## config.mk

```make
export PLATFORM = sky130hd
export DESIGN_NAME = lcd_ctrl
export DESIGN_NICKNAME = d
export VERILOG_FILES = /design/src/rtl/lcd_ctrl.sv
export SDC_FILE = /design/constraint.sdc
export NUM_CORES = 1
export LEC_CHECK = 0
export BUFFER_PORTS_ARGS = -buffer_cell sky130_fd_sc_hd__buf_4
export CORE_ASPECT_RATIO = 1.25
export CORE_MARGIN = 4
export CORE_UTILIZATION = 23
export CTS_BUF_LIST = sky130_fd_sc_hd__clkbuf_8 sky130_fd_sc_hd__clkbuf_16
export CTS_CLUSTER_SIZE = 16
export DETAILED_ROUTE_END_ITERATION = 8
export MAX_ROUTING_LAYER = met4
export PLACE_DENSITY = 0.41
export SYNTH_ARGS = -nofsm -noshare
export SYNTH_HDL_FRONTEND = slang
export SYNTH_SLANG_ARGS = --single-unit
export TNS_END_PERCENT = 50
```

## constraint.sdc

```tcl
create_clock -name clk_i -period 2.26 [get_ports clk_i]
set_input_delay 0.113 -clock clk_i [delete_from_list [all_inputs] [get_ports clk_i]]
set_output_delay 0.113 -clock clk_i [all_outputs]
set_load 0.01 [all_outputs]
```

## src/rtl/lcd_ctrl.sv

```systemverilog
// lcd_ctrl: HD44780 write sequencer with a one-entry pending buffer.
// Each word runs SETUP -> PULSE -> HOLD -> WAIT with timing set by parameters.
module lcd_ctrl #(
    parameter int unsigned SETUP_CYC    = 2,
    parameter int unsigned EN_CYC       = 12,
    parameter int unsigned HOLD_CYC     = 2,
    parameter int unsigned WAIT_CYC     = 2000,
    parameter int unsigned CLR_WAIT_CYC = 82000
) (
    input  logic        clk_i,
    input  logic        rst_ni,
    input  logic [31:0] lcd_word_i,
    input  logic        lcd_wr_i,
    output logic        lcd_busy_o,
    output logic        lcd_full_o,
    output logic        lcd_err_o,
    output logic        lcd_on_o,
    output logic        lcd_en_o,
    output logic        lcd_rs_o,
    output logic        lcd_rw_o,
    output logic [7:0]  lcd_data_o
);
    localparam int unsigned CNT_W = $clog2(SETUP_CYC + EN_CYC + HOLD_CYC + WAIT_CYC + CLR_WAIT_CYC);

    typedef enum logic [2:0] {IDLE, SETUP, PULSE, HOLD, WAIT} state_e;

    state_e             state_q, state_d;
    logic [CNT_W-1:0]   cnt_q, cnt_d;
    logic [8:0]         buf_q, buf_d;
    logic               full_q, full_d;
    logic               err_q, err_d;
    logic               on_q, on_d;
    logic               rs_q, rs_d;
    logic [7:0]         data_q, data_d;
    logic               en_q, busy_q;
    logic               last, drop, is_clr;
    logic               unused_w;

    assign unused_w = ^lcd_word_i[30:9];

    always_comb begin
        last    = cnt_q == '0;
        drop    = lcd_wr_i && state_q != IDLE && full_q;
        is_clr  = !rs_q && data_q inside {8'h01, 8'h02, 8'h03};
        state_d = state_q;
        cnt_d   = last ? cnt_q : cnt_q - CNT_W'(1);
        rs_d    = rs_q;
        data_d  = data_q;
        buf_d   = buf_q;
        full_d  = full_q;
        err_d   = err_q | drop;
        on_d    = (lcd_wr_i && !drop) ? lcd_word_i[31] : on_q;
        case (state_q)
            IDLE: if (lcd_wr_i) begin
                state_d          = SETUP;
                cnt_d            = CNT_W'(SETUP_CYC - 1);
                {rs_d, data_d}   = lcd_word_i[8:0];
            end
            SETUP: if (last) begin
                state_d = PULSE;
                cnt_d   = CNT_W'(EN_CYC - 1);
            end
            PULSE: if (last) begin
                state_d = HOLD;
                cnt_d   = CNT_W'(HOLD_CYC - 1);
            end
            HOLD: if (last) begin
                state_d = WAIT;
                cnt_d   = is_clr ? CNT_W'(CLR_WAIT_CYC - 1) : CNT_W'(WAIT_CYC - 1);
            end
            WAIT: if (last) begin
                if (full_q) begin
                    state_d        = SETUP;
                    cnt_d          = CNT_W'(SETUP_CYC - 1);
                    {rs_d, data_d} = buf_q;
                    full_d         = 1'b0;
                end else if (lcd_wr_i) begin
                    state_d        = SETUP;
                    cnt_d          = CNT_W'(SETUP_CYC - 1);
                    {rs_d, data_d} = lcd_word_i[8:0];
                end else begin
                    state_d = IDLE;
                end
            end
            default: state_d = IDLE;
        endcase
        // a word arriving on the final WAIT cycle goes straight out instead of into the buffer
        if (lcd_wr_i && state_q != IDLE && !full_q && !(state_q == WAIT && last)) begin
            buf_d  = lcd_word_i[8:0];
            full_d = 1'b1;
        end
    end

    always_ff @(posedge clk_i or negedge rst_ni) begin
        if (!rst_ni) begin
            state_q <= IDLE;
            cnt_q   <= '0;
            buf_q   <= '0;
            full_q  <= 1'b0;
            err_q   <= 1'b0;
            on_q    <= 1'b0;
            rs_q    <= 1'b0;
            data_q  <= '0;
            en_q    <= 1'b0;
            busy_q  <= 1'b0;
        end else begin
            state_q <= state_d;
            cnt_q   <= cnt_d;
            buf_q   <= buf_d;
            full_q  <= full_d;
            err_q   <= err_d;
            on_q    <= on_d;
            rs_q    <= rs_d;
            data_q  <= data_d;
            en_q    <= state_d == PULSE;
            busy_q  <= state_d != IDLE;
        end
    end

    assign lcd_busy_o = busy_q;
    assign lcd_full_o = full_q;
    assign lcd_err_o  = err_q;
    assign lcd_on_o   = on_q;
    assign lcd_en_o   = en_q;
    assign lcd_rs_o   = rs_q;
    assign lcd_rw_o   = 1'b0;
    assign lcd_data_o = data_q;
endmodule

```

# Word level (Yosys, flattened, before mapping)
# Index checks and enable logic that the tools add are counted.
[totals]
latchBits = 0
inputBits = 35
ramBits = 0
elab_cells = 70
rom_bits = 0
mem_count = 0
reg_bits = 43
output_inout_bits = 15
[op_classes]
n_addsub = 1
n_shift = 0
mul = 0
n_bitwise = 1
n_eq_ne = 9
div_mod_pow = 0
n_mux = 28
order_cmp = 0
n_reduce_logical = 21
[op_table]
columns = ["operator", "n"]
rows = [
  ["$mux W17", 8],
  ["$pmux W17 S5", 1],
  ["$mux W8", 3],
  ["$logic_not A17 Y1", 1],
  ["$sub A17 B1 Y17 const B", 1],
  ["$eq A8 B2 Y1 const B", 2],
  ["$pmux W8 S2", 1],
  ["$mux W3", 5],
  ["$pmux W3 S5", 1],
  ["$eq A3 B2 Y1 const B", 3],
  ["$reduce_bool A3 Y1", 3],
  ["$eq A8 B1 Y1 const B", 1],
  ["$mux W1", 8],
  ["$logic_and A1 B1 Y1", 7],
  ["$reduce_bool A2 Y1", 3],
  ["$logic_not A1 Y1", 4],
  ["$reduce_and A2 Y1", 2],
  ["$eq A3 B1 Y1 const B", 1],
  ["$eq A3 B3 Y1 const B", 1],
  ["$logic_not A3 Y1", 1],
  ["$ne A2 B2 Y1 const B", 1],
  ["$pmux W1 S2", 1],
  ["$or A1 B1 Y1", 1],
]

# Depth between registers and ports, before layout
[logic_depth]
depth_word = 6
depth_mapped = 11
depth_no_buf = 11

# Worst setup path after synthesis
# Ideal clock, no wire load.
[synth_timing]
path_kind = "reg2reg"
start = "register cnt_q[0]"
end = "register cnt_q[0]"
t_arrival_ps = 1960
path_buffers = 0
required_time_ps = 2130
stages_incl_launch_ff = 12
path_slack_ps = 169
period_less_slack_ps = 2091
setup_ps = 130
path_cell_list = "dfrtp_1 -> inv_1 -> ha_1 -> nor3b_4 -> nand3_4 -> nor2_4 -> inv_4 -> ha_1 -> nor3_1 -> a21oi_1 -> o32ai_1 -> a21oi_1"
[synth_between]
elab_chain_cells = 6
elab_cells_between_ends = 10
cone_classes = "add/sub: 1; mux: 8; reduce/logical: 1"
[synth_rtl]
columns = ["element", "line", "source"]
rows = [
  ["from (decl)", "28", "logic [CNT_W-1:0] cnt_q, cnt_d;"],
  ["from (signal assigned)", "108", "cnt_q <= cnt_d;"],
  ["$sub A17 B1 Y17 / $logic_not A17 Y1 (equally long branches)", "46, 42", ""],
  ["$mux W17", "46", "cnt_d = last ? cnt_q : cnt_q - CNT_W'(1);"],
  ["$mux W17", "54, 77", ""],
  ["$mux W17", "72", "if (full_q) begin"],
  ["$mux W17", "71", "WAIT: if (last) begin"],
  ["$pmux W17 S5 (*)", "53", "case (state_q)"],
  ["named net cnt_d[0]", "28", ""],
]
# The timed path passes the listed nets; every way through them passes the cells marked *.
# A chain may end at the register's enable or synchronous reset.

# Worst setup path after layout
[layout_timing]
start = "register cnt_q[0]"
end = "register buf_q[4]"
[layout_between]
elab_chain_cells = 4
[layout_rtl]
columns = ["element", "line", "source"]
rows = [
  ["$logic_not A17 Y1", "42", "last = cnt_q == '0;"],
  ["$logic_and A1 B1 Y1", "88", "if (lcd_wr_i && state_q != IDLE && !full_q && !(state_q == WAIT && last)) begin"],
  ["$logic_not A1 Y1", "88", ""],
  ["$logic_and A1 B1 Y1", "88", ""],
  ["to (signal assigned)", "109", "buf_q <= buf_d;"],
  ["to (decl)", "29", "logic [8:0] buf_q, buf_d;"],
]
# No other way between the ends.

==> results <==
- The number of buffers on the longest clock path is 2.
- The length of the first detailed-routing pass in iterations is 4.
- The shortest clock period the worst path allows after layout is 2.05 ns.
- The largest net degree at the start of global routing is 44.
- In this run the clock root is driven by a sky130_fd_sc_hd__clkbuf_16.
- The maximum fanout along the worst path is 9.
- The number of buffers inserted during clock tree synthesis is 5.
- Counting every instance in the synthesized netlist gives 220.
- Setup violations remaining at the end of the flow were counted as 0.
- The routed wire length is 5820 µm.
- The final count of hold timing violations is 0.
- The proportion of synthesized flip-flops having asynchronous set or reset is 1.00.
- The first global-routing pass estimated 9650 µm of wire.
- STA classifies the critical path startpoint as a flip-flop.
- The average routed wire per standard cell is 15.1 µm.
- After global routing the overflow that remains totals 0.
- The H-tree was split into 2 levels.
- The vias per cell is 4.69.
- In the final layout, the multi-input gates occupy 1200 µm².
- In this run, synthesis inferred 0 flip-flops with an integrated enable.
- STA classifies the critical path endpoint as a flip-flop.
- The class of the most critical setup path is flip-flop to flip-flop.
- The count of nets left with antenna violations once routing finished came out at 0.
- The worst hold-check path type is input port to flip-flop.
- The slew at the pin with the worst max-slew slack is 0.582 ns.
- STA puts the critical path data arrival time at 2.24 ns.
- The number of I/O pins is 50.
- The placed wire-length estimate after detailed placement is 4120 µm.
- The fmax is 487 MHz.
- The routed via count is 1806.
- The worst slew slack as a fraction of its limit is 0.612.
- For this design the ratio of total power to cell area is 1210 nW/µm².
- The filler cell count in the final layout is 1056.
- The die span in x is 97.9 µm.
- The top cell type's share of synthesized area is 0.463.
- Yosys printed 0 warnings.
- The clock reaches the later pin of the worst-skew pair after 0.30 ns.
- The number of max-slew violations in the final report is 0.
- After synthesis, the cell types taking the most area are sky130_fd_sc_hd__dfrtp_1 46%, sky130_fd_sc_hd__mux2_2 4.8%, sky130_fd_sc_hd__a2bb2oi_1 3.4%.
- The initial utilization of the core area, before any placement, comes to 0.238.
- The final worst clock skew is 0.0123 ns.
- Measured along the y axis, the die boundary spans 120 µm.
- After routing, the total negative slack on setup checks comes to 0 ns.
- TritonCTS built the clock tree.
- The number of DRC markers after the initial detailed-route iteration is 43.
- The fraction of layout instances using a drive strength above 1 is 0.305.
- For this run, the total global-route usage over all layers was measured as 0.106.
- The sequential cell area fraction in the yosys report is 0.463.
- The number of global-route vias before repair is 1866.
- In the synthesized netlist, the cells that appear most often are 43 x sky130_fd_sc_hd__dfrtp_1, 14 x sky130_fd_sc_hd__a21oi_1, 14 x sky130_fd_sc_hd__o21ai_0.
- The final critical-path share of the clock period is 0.908.
- After clock tree synthesis, the clock-pin slew on the worst setup and hold paths is 0.07 ns.
- The leading cell type by number of instances after synthesis is sky130_fd_sc_hd__dfrtp_1.
- The flip-flop and latch count after synthesis is 43.
- The number of violations of the max-capacitance limit is 0.
- The peak supply drop is 0.410 mV.
- The largest area contributor in the synthesized netlist is sky130_fd_sc_hd__dfrtp_1.
- During placement, the flow inserted port buffers numbering 26.
- The mean area per synthesized cell is 10.6 µm².
- The routability congestion estimate from global placement is 0.732.
- The placeable core area is 9760 µm².
- The register area is 1080 µm².
- The run finished with clean final reports.
- Setup repair after global routing left no endpoint under its margin.
- The clock sink total is 43.
- The number of unique standard cell types used by synthesis is 57.
- In the final design database the tool counted 295 nets.
- The number of nets in the synthesized netlist is 257.
- For this run, the leading register cell type out of synthesis is sky130_fd_sc_hd__dfrtp_1.
- Compared with the post-synthesis result, the final layout area differs by 25.7%.
- The count of unresolved DRC violations after routing is 0.
- For this design the static power due to leakage is 1.19 nW.
- Summing internal, switching and leakage power gives 3.54 mW.
- The critical path required time is 2.44 ns.
- The repair_antennas step left the layout with diodes totalling 0.
- The number of antenna violations at the first check in global routing is 0.
- After floorplanning, the core was divided into 40 placement rows.
- The die outline area is 11800 µm².
- The cell area after synthesis is 2320 µm².
-- final cells by class --
cell class,instances,area share
timing repair buffer,40,0.108
sequential,43,0.368
clock buffer,5,0.0428
clock inverter,3,0.00900
tap,126,0.0540
multi-input combinational,163,0.410
inverter,5,0.00728
-- final timing paths --
kind                                from            end  slack [ns]  cells past startpoint
min reg2reg                    lcd_err_o      lcd_err_o        0.48                      1
max                             cnt_q[0]       buf_q[4]        0.21                      8
min                        lcd_word_i[7]       buf_q[7]        0.05                      2
max in group asynchronous         rst_ni  lcd_data_o[3]        1.50                      2
min in group asynchronous         rst_ni     state_q[2]        0.36                      2
max reg2reg                     cnt_q[0]       buf_q[4]        0.21                      8
-- cells by family after synthesis --
kind of cell               after synthesis  synth area share
muxes                                   11            0.0528
adders and majority gates                2            0.0108
and+or+nand+nor                         79             0.224
DFF                                     43             0.463
other                                    1           0.00161
buffers and inverters                   14            0.0296
xor gates and xnor gates                 8            0.0302
AOI/OAI and AO/OA                       62             0.188
-- cell usage in the layout, fill, tap and decap left out, types with 3 or more instances in the layout --
cell,Yosys,final
sky130_fd_sc_hd__nand2_1,10,10
sky130_fd_sc_hd__o21ai_0,14,14
sky130_fd_sc_hd__mux2_2,10,10
sky130_fd_sc_hd__nor3_1,7,6
sky130_fd_sc_hd__and2_1,3,3
sky130_fd_sc_hd__buf_4,3,38
sky130_fd_sc_hd__or3_1,5,5
sky130_fd_sc_hd__nand2b_1,3,3
sky130_fd_sc_hd__nand3b_1,9,9
sky130_fd_sc_hd__inv_1,4,4
sky130_fd_sc_hd__nand3_1,8,8
sky130_fd_sc_hd__a21oi_1,14,14
sky130_fd_sc_hd__a2bb2oi_1,9,9
sky130_fd_sc_hd__dfrtp_1,43,43
sky130_fd_sc_hd__clkbuf_16,0,5
sky130_fd_sc_hd__xor2_1,6,6
sky130_fd_sc_hd__nor2_1,11,11
-- metrics by stage --
stage / hold slack, ns / setup slack [ns] / util / std cells / area (µm²)
floorplan: -0.183 / 0.169 / - / 220 / 2320
detailed placement: 0.168 / 0.144 / 0.280 / 375 / 2730
global route: 0.0540 / 0.0253 / 0.299 / 385 / 2920
finish: 0.0486 / 0.209 / 0.299 / 385 / 2920
CTS: 0.0466 / 0.128 / 0.296 / 384 / 2890
global placement: 0.168 / 0.150 / 0.280 / 375 / 2730
-- where the power goes --
group | internal (mW) | leakage [nW] | total (mW) | switching, mW
sequential | 1.05 | 0.516 | 1.35 | 0.303
combinational | 0.709 | 0.599 | 1.43 | 0.725
clock | 0.420 | 0.0748 | 0.757 | 0.337
-- registers in the layout (all words and copies together), names as in the netlist --
register    count
cnt_q          17
buf_q           9
lcd_data_o      8
state_q         3
lcd_busy_o      1
lcd_en_o        1
lcd_err_o       1
lcd_full_o      1
lcd_on_o        1
lcd_rs_o        1
-- layer usage --
| layer | global-route usage | part of all wire | up-vias | wire length, µm |
|---|---|---|---|---|
| met5 | - | 0 | - | 0 |
| met4 | 0.0390 | 0.016 | 0 | 91 |
| met3 | 0.0202 | 0.026 | 4 | 152 |
| met2 | 0.171 | 0.49 | 24 | 2850 |
| met1 | 0.132 | 0.47 | 885 | 2730 |
| li1 | - | - | 893 | - |
-- worst max-delay path, stage by stage, from the launching register on --
cell	delay [ns]
sky130_fd_sc_hd__dfrtp_1	0.35
sky130_fd_sc_hd__inv_1	0.06
sky130_fd_sc_hd__ha_2	0.19
sky130_fd_sc_hd__nor3b_4	0.16
sky130_fd_sc_hd__nand3_4	0.12
sky130_fd_sc_hd__buf_4	0.12
sky130_fd_sc_hd__o21ai_2	0.06
sky130_fd_sc_hd__a21oi_2	0.47
sky130_fd_sc_hd__mux2_2	0.40
-- repair_timing --
item	CTS	global route
hold buffers	1	0
gates resized for setup	0	3
setup endpoints to repair	0	1
hold endpoints to repair	43	0
setup buffers	0	1
Note: power is estimated with default switching activity, not from simulation.
